--- config.mk ---
export PLATFORM = sky130hd
export DESIGN_NAME = icache_refill_ctrl
export DESIGN_NICKNAME = d
export VERILOG_FILES = /design/src/rtl/cache_pkg.sv /design/src/rtl/refill_line_buffer.sv /design/src/rtl/icache_refill_ctrl.sv
export SDC_FILE = /design/constraint.sdc
export NUM_CORES = 1
export LEC_CHECK = 0
export BUFFER_PORTS_ARGS = -buffer_cell sky130_fd_sc_hd__buf_4
export CAP_MARGIN = 20
export CELL_PAD_IN_SITES_DETAIL_PLACEMENT = 1
export CELL_PAD_IN_SITES_GLOBAL_PLACEMENT = 2
export CORE_AREA = 2 2 281 283
export CTS_BUF_LIST = sky130_fd_sc_hd__clkbuf_8
export DETAILED_ROUTE_END_ITERATION = 16
export DIE_AREA = 0 0 283 285
export PLACE_DENSITY_LB_ADDON = 0.25
export SLEW_MARGIN = 25
export SYNTH_ARGS = -nofsm -noshare
export SYNTH_HDL_FRONTEND = slang
export SYNTH_SLANG_ARGS = --single-unit
export TNS_END_PERCENT = 10
--- constraint.sdc ---
create_clock -name i_clk -period 3.9 [get_ports i_clk]
set_input_delay 0.195 -clock i_clk [delete_from_list [all_inputs] [get_ports i_clk]]
set_output_delay 0.195 -clock i_clk [all_outputs]
set_load 0.01 [all_outputs]
--- src/rtl/cache_pkg.sv ---
// rtl/cache_pkg.sv - shared cache refill FSM states and AXI response codes
package cache_pkg;

  typedef enum logic [2:0] {
    ST_IDLE  = 3'd0,
    ST_ADDR  = 3'd1,
    ST_DATA  = 3'd2,
    ST_FILL  = 3'd3,
    ST_DRAIN = 3'd4
  } refill_state_e;

  localparam logic [1:0] AXI_RESP_OKAY = 2'b00;

endpackage

--- src/rtl/refill_line_buffer.sv ---
// rtl/refill_line_buffer.sv - assembles AXI read beats into one cache line
module refill_line_buffer #(
  parameter int BLOCK_WIDTH    = 512,
  parameter int AXI_DATA_WIDTH = 64,
  localparam int BEATS         = BLOCK_WIDTH / AXI_DATA_WIDTH,
  localparam int CNT_W         = $clog2(BEATS)
) (
  input  logic                      clk,
  input  logic                      rst_n,
  input  logic                      clear,
  input  logic                      beat_valid,
  input  logic [AXI_DATA_WIDTH-1:0] beat_data,
  output logic [CNT_W-1:0]          cnt,
  output logic [BLOCK_WIDTH-1:0]    block
);

  // The counter wraps naturally, so an over-long burst overwrites from slice 0.
  always_ff @(posedge clk or negedge rst_n) begin
    if (!rst_n) begin
      cnt   <= '0;
      block <= '0;
    end else if (clear) begin
      cnt   <= '0;
      block <= '0;
    end else if (beat_valid) begin
      block[cnt*AXI_DATA_WIDTH +: AXI_DATA_WIDTH] <= beat_data;
      cnt <= cnt + 1'b1;
    end
  end

endmodule

--- src/rtl/icache_refill_ctrl.sv ---
// rtl/icache_refill_ctrl.sv - I-cache miss refill controller: AXI burst read, line fill, flush drain
// Defining ICACHE_REFILL_PERF_CNT_EN adds the saturating o_miss_count output.
module icache_refill_ctrl
  import cache_pkg::*;
#(
  parameter int ADDR_WIDTH     = 64,
  parameter int BLOCK_WIDTH    = 512,
  parameter int AXI_DATA_WIDTH = 64
) (
  input  logic                      i_clk,
  input  logic                      i_arst,
  input  logic                      i_icache_hit,
  input  logic [ADDR_WIDTH-1:0]     i_fetch_addr,
  input  logic                      i_flush,
  output logic                      o_ar_valid,
  input  logic                      i_ar_ready,
  output logic [ADDR_WIDTH-1:0]     o_ar_addr,
  output logic [7:0]                o_ar_len,
  input  logic                      i_r_valid,
  output logic                      o_r_ready,
  input  logic [AXI_DATA_WIDTH-1:0] i_r_data,
  input  logic                      i_r_last,
  input  logic [1:0]                i_r_resp,
  output logic                      o_instr_we,
  output logic [BLOCK_WIDTH-1:0]    o_instr_block,
  output logic                      o_stall_fetch,
  output logic                      o_bus_error
`ifdef ICACHE_REFILL_PERF_CNT_EN
  ,
  output logic [31:0]               o_miss_count
`endif
);

  localparam int BEATS = BLOCK_WIDTH / AXI_DATA_WIDTH;
  localparam int CNT_W = $clog2(BEATS);

  refill_state_e         state, next_state;
  logic                  flush_pend;
  logic                  bus_error;
  logic                  latch_addr, clear_line, write_beat, set_err;
  logic [CNT_W-1:0]      cnt;
  logic                  last_slot;
  logic [ADDR_WIDTH-1:0] ar_addr;

  assign last_slot   = (cnt == CNT_W'(BEATS - 1));
  assign o_ar_len    = 8'(BEATS - 1);
  assign o_ar_addr   = ar_addr;
  assign o_bus_error = bus_error;

  // A flush seen while AR is still pending is remembered: the request cannot be withdrawn.
  always_ff @(posedge i_clk or negedge i_arst) begin
    if (!i_arst) begin
      state      <= ST_IDLE;
      flush_pend <= 1'b0;
      ar_addr    <= '0;
      bus_error  <= 1'b0;
    end else begin
      state      <= next_state;
      flush_pend <= (state == ST_ADDR) && !i_ar_ready && (flush_pend || i_flush);
      if (latch_addr) ar_addr <= i_fetch_addr;
      if (set_err) bus_error <= 1'b1;
    end
  end

  always_comb begin
    next_state    = state;
    latch_addr    = 1'b0;
    clear_line    = 1'b0;
    write_beat    = 1'b0;
    set_err       = 1'b0;
    o_ar_valid    = 1'b0;
    o_r_ready     = 1'b0;
    o_instr_we    = 1'b0;
    o_stall_fetch = 1'b0;
    case (state)
      ST_IDLE: begin
        o_stall_fetch = !i_icache_hit;
        if (!i_icache_hit) begin
          latch_addr = 1'b1;
          next_state = ST_ADDR;
        end
      end
      ST_ADDR: begin
        o_stall_fetch = 1'b1;
        o_ar_valid    = 1'b1;
        if (i_ar_ready) begin
          clear_line = 1'b1;
          next_state = (flush_pend || i_flush) ? ST_DRAIN : ST_DATA;
        end
      end
      ST_DATA: begin
        o_stall_fetch = 1'b1;
        o_r_ready     = 1'b1;
        if (i_r_valid) begin
          write_beat = 1'b1;
          // Burst length must agree with the line: last exactly on the final slot.
          if (i_r_resp != AXI_RESP_OKAY || i_r_last != last_slot) set_err = 1'b1;
        end
        if (i_flush)
          next_state = (i_r_valid && i_r_last) ? ST_IDLE : ST_DRAIN;
        else if (i_r_valid && i_r_last)
          next_state = ST_FILL;
      end
      ST_FILL: begin
        o_stall_fetch = 1'b1;
        o_instr_we    = 1'b1;
        next_state    = ST_IDLE;
      end
      ST_DRAIN: begin
        o_r_ready = 1'b1;
        if (i_r_valid) begin
          if (i_r_resp != AXI_RESP_OKAY) set_err = 1'b1;
          if (i_r_last) next_state = ST_IDLE;
        end
      end
      default: next_state = ST_IDLE;
    endcase
  end

  refill_line_buffer #(
    .BLOCK_WIDTH   (BLOCK_WIDTH),
    .AXI_DATA_WIDTH(AXI_DATA_WIDTH)
  ) u_line_buffer (
    .clk       (i_clk),
    .rst_n     (i_arst),
    .clear     (clear_line),
    .beat_valid(write_beat),
    .beat_data (i_r_data),
    .cnt       (cnt),
    .block     (o_instr_block)
  );

`ifdef ICACHE_REFILL_PERF_CNT_EN
  always_ff @(posedge i_clk or negedge i_arst) begin
    if (!i_arst)
      o_miss_count <= '0;
    else if (state == ST_ADDR && i_ar_ready && o_miss_count != 32'hFFFF_FFFF)
      o_miss_count <= o_miss_count + 32'd1;
  end
`endif

endmodule
After elaboration in Yosys (flattened, before gate mapping)
Cells that the tools add are included.
W data, S select, Z words.
Cells by class
  reduce and logical (&&, ||, !) cells: 13
  shift-type cells: 2
  add/subtract/negate cells: 2
  muxes and demuxes: 29
  equality and inequality tests: 11
Operators by type and width (number)
  $mux W512: 2
  $bwmux W512: 1
  $shift A64 B34 Y512 const A: 1
  $shiftx A64 B34 Y512: 1
  $neg A9 Y34: 1
  $mux W3: 10
  $mux W1: 13
  $pmux W3 S4: 1
  $ne A2 B2 Y1 const B: 4
  $eq A3 B2 Y1 const B: 2
  $eq A3 B3 Y1 const B: 2
  $reduce_and A5 Y1: 1
  $pmux W1 S2: 2
  $reduce_bool A2 Y1: 2
  $add A3 B1 Y3 const B: 1
  $eq A3 B1 Y1 const B: 1
  $logic_and A1 B1 Y1: 3
  $logic_not A3 Y1: 1
  $ne A3 B3 Y1 const B: 1
  $reduce_or A3 Y1: 1
  $logic_not A1 Y1: 2
  $logic_or A1 B1 Y1: 2
  $reduce_or A2 Y1: 1
  $ne A1 B1 Y1: 1
Word-level totals
  word-level logic and storage cells: 63
  register bits after elaboration: 584
  output and inout bits: 589

Depth between registers and ports, before layout
Gate-level depths: netlist (run 1).
  word-level depth: 6
  gate-level depth with buffers: 10
  gate-level depth less buffers: 6

By module
From an unflattened synthesis (run 1), not the netlist that was laid out.
Second synthesis, totals
  cells, all modules: 1897
  area total of the unflattened synthesis: 24225.7 sq um
By module, submodules not included
  refill_line_buffer: cells each 1712, instances 1, sequential area each 12887.4 sq um, area each 21231.6 sq um
  icache_refill_ctrl: cells each 185, instances 1, sequential area each 1726.7 sq um, area each 2994.1 sq um

Worst setup path before layout (run 1)
Ideal clock, no wire load.
  path kind: register -> register
  start: register u_line_buffer.cnt[0]
  end: register u_line_buffer.block[10]
  cell stages (with the launch flop): 9
  path buffers: 3
  path slack: 1534 ps
  arrival: 2301 ps
  required time: 3834 ps
  path through: dfrtp_1 -> buf_2 -> inv_1 -> ha_1 -> ha_1 -> buf_2 -> nor4_4 -> buf_6 -> a22o_1
Between the ends
  word-level cells in the longest chain between the ends: 5
Ends and longest elaborated chain
  from (decl): RTL line refill_line_buffer.sv:13  | output logic [CNT_W-1:0] cnt,
  from (signal assigned): RTL line refill_line_buffer.sv:27  | cnt <= cnt + 1'b1;
  $neg A9 Y34 *: RTL line refill_line_buffer.sv:26  | block[cnt*AXI_DATA_WIDTH +: AXI_DATA_WIDTH] <= beat_data;
  $shiftx A64 B34 Y512 / $shift A64 B34 Y512 (equally long branches): RTL line refill_line_buffer.sv:26
  $bwmux W512 *: RTL line refill_line_buffer.sv:26
  $mux W512 *: RTL line refill_line_buffer.sv:25  | end else if (beat_valid) begin
  $mux W512 *: RTL line refill_line_buffer.sv:22  | end else if (clear) begin
  to (signal, indexed assignment): RTL line refill_line_buffer.sv:26
  to (decl): RTL line refill_line_buffer.sv:14  | output logic [BLOCK_WIDTH-1:0] block
Mark *: on every way between the ends. The rest lies on a longest branch, timed or not. The select of a mux whose other input is x is not followed.
A chain may end at the register's enable or synchronous reset.

Final worst setup path (run 1)
  start: register u_line_buffer.cnt[0]
  end: register u_line_buffer.block[476]
The elaborated chain is that of the path after synthesis.

==> results of run 1 <==
synthesized netlist by cell type, types with 2 or more instances:
master     instances  area [µm²]
conb_1             2        7.51
and3_1             2        12.5
dfrtp_1          584       14600
buf_4             16         120
a21oi_1            6        30.0
nor3_1             2        10.0
nand4_1            3        18.8
nand4bb_1          2        22.5
inv_1             51         191
and4_1             3        26.3
o2bb2ai_1          8        70.1
clkbuf_1          33         124
nor3_2             3        30.0
nor4_4             2        42.5
buf_2             83         415
buf_6             14         158
o21ai_0            2        10.0
ha_1               7        87.6
nor2b_1            5        31.3
and3b_1            3        26.3
mux2_1             6        67.6
or4_1              6        45.0
mux2_2            58         653
o31a_1             3        26.3
nand3b_1           2        15.0
xnor2_1            2        17.5
nand4b_1           3        26.3
buf_1             57         214
nand3_1           24         120
a32o_1           139        1390
nor2_1             9        33.8
a22o_1           293        2570
or2_2              2        12.5
a31oi_4            6         128
nand2_1           79         297
mux2i_1           72         721
final cells by class:
| cell class | instances | share of cell area [%] |
|---|---|---|
| multi-input combinational | 776 | 21.0 |
| clock inverter | 55 | 1.11 |
| antenna | 6 | 0.0465 |
| tap | 1050 | 4.07 |
| inverter | 52 | 0.604 |
| timing repair buffer | 894 | 22.3 |
| sequential | 584 | 45.2 |
| clock buffer | 132 | 5.62 |
per-stage QoR:
step / hold WS [ns] / setup WS, ns / cells
2_1_floorplan: -0.101 / 1.53 / 1615
3_3_place_gp: 0.353 / 0.764 / 3220
3_5_place_dp: 0.361 / 0.593 / 3220
4_1_cts: 0.139 / 0.551 / 3543
5_1_grt: 0.190 / 0.373 / 3545
6_report: 0.161 / 0.569 / 3549
kinds of logic (layout without fill, tap and decap cells):
kind of cell	after synthesis	in the layout	share of synthesized area, %
xor+xnor	2	2	0.0778
simple gates	160	160	3.82
compound gates	463	463	19.0
fa+ha+maj	7	7	0.389
flops	584	584	64.9
buf+inv	255	1133	5.44
other cells	2	14	0.0333
mux	136	136	6.40
power by group:
part	internal, mW	switching [mW]
clock	3.25	2.69
combinational	1.76	2.47
sequential	6.67	0.435
flip-flops by register name, indices dropped and copies added (netlist names):
| name | flops |
|---|---|
| state | 3 |
| o_bus_error | 1 |
| u_line_buffer.block | 512 |
| flush_pend | 1 |
| u_line_buffer.cnt | 3 |
| o_ar_addr | 64 |
per-layer routing:
| metal | GRT usage, % | share of wire, % | vias up |
|---|---|---|---|
| met5 | 0 | 0 | - |
| met2 | 38.2 | 49 | 681 |
| met3 | 5.94 | 6.3 | 160 |
| met1 | 27.8 | 40 | 9588 |
| met4 | 9.04 | 4.2 | 0 |
| li1 | - | - | 7603 |
final timing paths:
kind,startpoint,cells after the start,slack (ns),to
min in group i_clk,i_fetch_addr[28],3,0.23,o_ar_addr[28]
min reg2reg,u_line_buffer.block[404],1,0.49,u_line_buffer.block[404]
max in group asynchronous,i_arst,3,2.52,u_line_buffer.block[150]
max,u_line_buffer.cnt[0],7,0.57,u_line_buffer.block[476]
max reg2reg,u_line_buffer.cnt[0],7,0.57,u_line_buffer.block[476]
min,i_arst,2,0.16,u_line_buffer.block[43]
critical path, delay by kind of cell (launching register included):
kind	cells	cell delay, ns
compound gates	1	0.23
fa+ha+maj	2	0.84
buf+inv	3	1.18
flops	1	0.66
simple gates	1	0.29
==> impl_results.md, run 1 <==
* Clock Path Buffers at 3
* Antenna violations before repair at 3
* CP max stage delay at 0.66 ns
* Seq. cell area at 14600 µm²
* Period utilization at 85.4%
* Antenna Nets Post-Route at 0
* Synthesized cell area at 22500 µm²
* CTS clk-pin slew, worst paths at 0.06 ns
* Commonest non-fill, non-tap cell in the layout: buf_4
* Placement Cell Area at 28800 µm²
* DRT iter0 DRCs at 1057
* Worst skew pair latency at 0.72 ns
* Row cnt at 103
* Largest net degree at the start of global routing at 106
* Drt first pass iters at 5
* Pwr Total at 17.3 mW
* DIE AREA at 80700 µm²
* Hold bufs inserted after CTS at 136
* Clock sink count at 584
* Post-Syn Instances at 1609
* FMAX at 0.300 GHz
* Minimum clock period at 3.33 ns
* Outcome: finished, final reports clean
* Clock skew at 0.0447 ns
* First-pass GRT wire length at 137 mm
* Crit Path Category: reg -> reg
* Cells along the critical path: inv_1 > ha_1 > ha_1 > inv_2 > and4_2 > buf_4 > a22o_1
* Core region area at 78000 µm²
* CTS resizes at 0
* CTS tree: built
* Worst Path Arrival at 3.95 ns
* H-tree depth at 3
* Final net count at 2558
* CP dominant cell by count: ha_1
* Most frequent cells in the layout: buf_4 (745), dfrtp_1 (584), a22o_1 (293)
* Syn-to-layout area delta at 43.4%
* Chip width at 283 µm
* DRC violations left at 0
* Initial Utilization at 28.9%
* Slew HR at 33.3%
* Fill cell count at 8168
* DIE HEIGHT at 285 µm
* Congestion Overflow GR at 0
* Most used DFF post-synth: dfrtp_1
* Vias per cell at 5.08
* Post-detailed-route wirelength per cell at 26.3 µm
* Req. time, crit path at 4.52 ns
* GRT Util Overall at 22.7%
* CTS buffer count at 106
* Worst Tran Pin Value at 0.997 ns
* Final Hold Fails at 0
* Post-layout instance area at 32300 µm²
* Layout cell share with drive strength beyond 1 at 39.7%
* # Max-Cap Violations at 0
* Wirelength, routed at 93.3 mm
* Footprint of the multi-input gates at 6800 µm²
* Post-synthesis sequential area ratio at 64.9%
* Power per cell area at 535 nW/µm²
* Via count at 18000
* Slew Viols, Final at 0
* Worst-path fanout max at 54
* Sum Neg Setup Slack at 0 ns
* Mean post-synth cell area at 14.0 µm²
* Number of global-route vias before repair at 19200
* Crit. End Element: register
* RSZ-0062 raised after global routing: false
* CP max stage cell: dfrtp_1
* Gpl congestion at 0.797
* EDFF count, synth at 0
* Post-synth ARST share at 100%
* Io pins at 726
* Lkg Pwr at 16.7 nW
* Final Util at 41.4%
* Unique masters post-synth at 53
* Setup-failing EPs final at 0
* Post-CTS Repair Setup Buffers at 0
* CP Launch Type: register
* Hold Crit Class: in -> async
* Port Buffers at 717
* CTS Root Cell: clkbuf_8
* Ys Warns at 0
* Post-DP HPWL at 62.3 mm
* FF+latch count, synth at 584
* Worst vdd rail ir drop at 386 µV
No activity file was read; power rests on OpenSTA's default activity.
==> run 2, diff against run 1 <==
- REMOVE_ABC_BUFFERS: default -> 1
==> impl_results.md, run 2 (synthesis results as in run 1) <==
* Outcome: finished, final reports clean
* DIE HEIGHT at 285 µm
* Worst Path Arrival at 3.64 ns
* Lkg Pwr at 16.7 nW
* Placement Cell Area at 28900 µm²
* DRT iter0 DRCs at 921
* Initial Utilization at 28.9%
* Drt first pass iters at 5
* Minimum clock period at 3.05 ns
* Clock network power share at 33.8%
* Final Util at 41.5%
* Gate power share at 25.1%
* Footprint of the multi-input gates at 6790 µm²
* Reg2reg end: u_line_buffer.block[140]
* Setup WS post-layout at 0.853 ns
* Worst skew pair latency at 0.70 ns
* Reg2Reg Depth at 8
* CTS buffer count at 105
* CTS Root Cell: clkbuf_8
* Gpl congestion at 0.831
* Via count at 17800
* First-pass GRT wire length at 137 mm
* CP max stage cell: dfrtp_1
* Setup-failing EPs final at 0
* CTS tree: built
* Cells along the critical path: inv_1 > ha_1 > ha_1 > buf_4 > nor2b_1 > o21a_4 > buf_12 > a32o_1
* Post-layout instance area at 32400 µm²
* Hold bufs inserted after CTS at 136
* FMAX at 0.328 GHz
* Hold Crit Class: in -> async
* RSZ-0062 raised after global routing: false
* Met2 GRT Util at 38.9%
* Chip width at 283 µm
* Seq. cell area at 14600 µm²
* DIE AREA at 80700 µm²
* Row cnt at 103
* Pre-CTS setup slack at 0.878 ns
* Final net count at 2560
* Sw Share at 32.4%
* # Max-Cap Violations at 0
* Worst vdd rail ir drop at 295 µV
* CP dominant cell by count: ha_1
* Io pins at 726
* Grt met3 use at 6.00%
* H-tree depth at 3
* Syn-to-layout area delta at 43.8%
* Final Hold Fails at 0
* Clock skew at 0.0271 ns
* Largest net degree at the start of global routing at 80
* Post-DP HPWL at 62.7 mm
* Number of flip-flops in the largest register at 512
* Slew Viols, Final at 0
* Commonest non-fill, non-tap cell in the layout: buf_4
* CTS clk-pin slew, worst paths at 0.06 ns
* DRC violations left at 0
* CP Launch Type: register
* Core region area at 78000 µm²
* Period utilization at 78.1%
* Port Buffers at 717
* Most flops, register: u_line_buffer.block
* Number of global-route vias before repair at 19200
* Power per cell area at 533 nW/µm²
* Fill cell count at 8249
* GRT Util Overall at 22.7%
* Post-CTS Repair Setup Buffers at 0
* Antenna Nets Post-Route at 0
* Layout cell share with drive strength beyond 1 at 39.7%
* Crit. End Element: register
* Post-detailed-route wirelength per cell at 26.4 µm
* Vias per cell at 5.01
* Clock sink count at 584
* Pwr Total at 17.3 mW
* Reg-to-Reg Start: u_line_buffer.cnt[0]
* Wirelength, routed at 93.9 mm
* Crit Path Category: reg -> reg
* P_int at 11.7 mW
* CP max stage delay at 0.65 ns
* CTS resizes at 0
* Worst-path fanout max at 34
* Met1 layer usage reported by global route at 27.1%
* Gr busiest metal: met2
* Clock Path Buffers at 3
* Reg2Reg Setup Slack at 0.85 ns
* Slew HR at 40.4%
* Reg power frac at 41.1%
* Net Sw Power at 5.59 mW
* Most frequent cells in the layout: buf_4 (742), dfrtp_1 (584), a22o_1 (293)
* Antenna violations before repair at 1
* Req. time, crit path at 4.49 ns
* Final hold slack at 0.108 ns
* Congestion Overflow GR at 0
* Worst Tran Pin Value at 0.894 ns
[run 2: cell types whose count changed in the layout (fill, tap and decap cells not counted), sizes merged]
cell and change:
clkinv +2, clkbuf +2, diode -2, bufinv -1, clkinvlp -1, inv -1, buf +3
[run 2: power by group through the flow]
stage / Combinational (mW) / Sequential (mW) / Clock [mW]
2_1_floorplan: 1.55 / 7.38 / 0
3_3_place_gp: 4.19 / 7.16 / 0
3_5_place_dp: 4.28 / 7.19 / 0
4_1_cts: 4.40 / 7.09 / 6.05
5_1_grt: 4.62 / 7.17 / 6.32
6_report: 4.34 / 7.09 / 5.84
[run 2: final cells by class]
| class | count | area share (%) |
|---|---|---|
| antenna | 4 | 0.0309 |
| clock buffer | 134 | 5.69 |
| clock inverter | 54 | 0.985 |
| inverter | 52 | 0.603 |
| multi-input combinational | 776 | 21.0 |
| sequential | 584 | 45.1 |
| tap | 1050 | 4.06 |
| timing repair buffer | 897 | 22.6 |
[run 2: worst max-delay path by stage]
stage | from | end | slack (ns) | depth (start not counted)
after floorplan | u_line_buffer.cnt[0] | u_line_buffer.block[128] | -7.12 | 5
after global placement | u_line_buffer.cnt[0] | u_line_buffer.block[154] | 0.95 | 8
after detailed placement | u_line_buffer.cnt[0] | u_line_buffer.block[144] | 0.88 | 8
after CTS | u_line_buffer.cnt[0] | u_line_buffer.block[140] | 0.84 | 8
final | u_line_buffer.cnt[0] | u_line_buffer.block[140] | 0.85 | 8
after global routing | u_line_buffer.cnt[0] | u_line_buffer.block[140] | 0.72 | 8
[run 2: critical path: cells and delay by family, from the launching register on]
kind / cells / cell delay (ns)
AND/OR/NAND/NOR: 1 / 0.24
flip-flops: 1 / 0.65
AO/OA/AOI/OAI: 2 / 0.71
adder cells (fa/ha/maj): 2 / 0.58
buffers and inverters: 3 / 0.71
[run 2: per-stage QoR]
| step | cells | setup TNS (ns) |
|---|---|---|
| global placement | 3223 | 0 |
| floorplan | 1412 | -1215.74 |
| global route | 3550 | 0 |
| CTS | 3547 | 0 |
| finish | 3551 | 0 |
| detailed placement | 3223 | 0 |
[run 2: routing by layer]
metal | up-vias | wire (µm)
li1 | 7614 | -
met1 | 9400 | 37300
met2 | 625 | 46800
met3 | 157 | 6090
met4 | 0 | 3650
met5 | - | 0
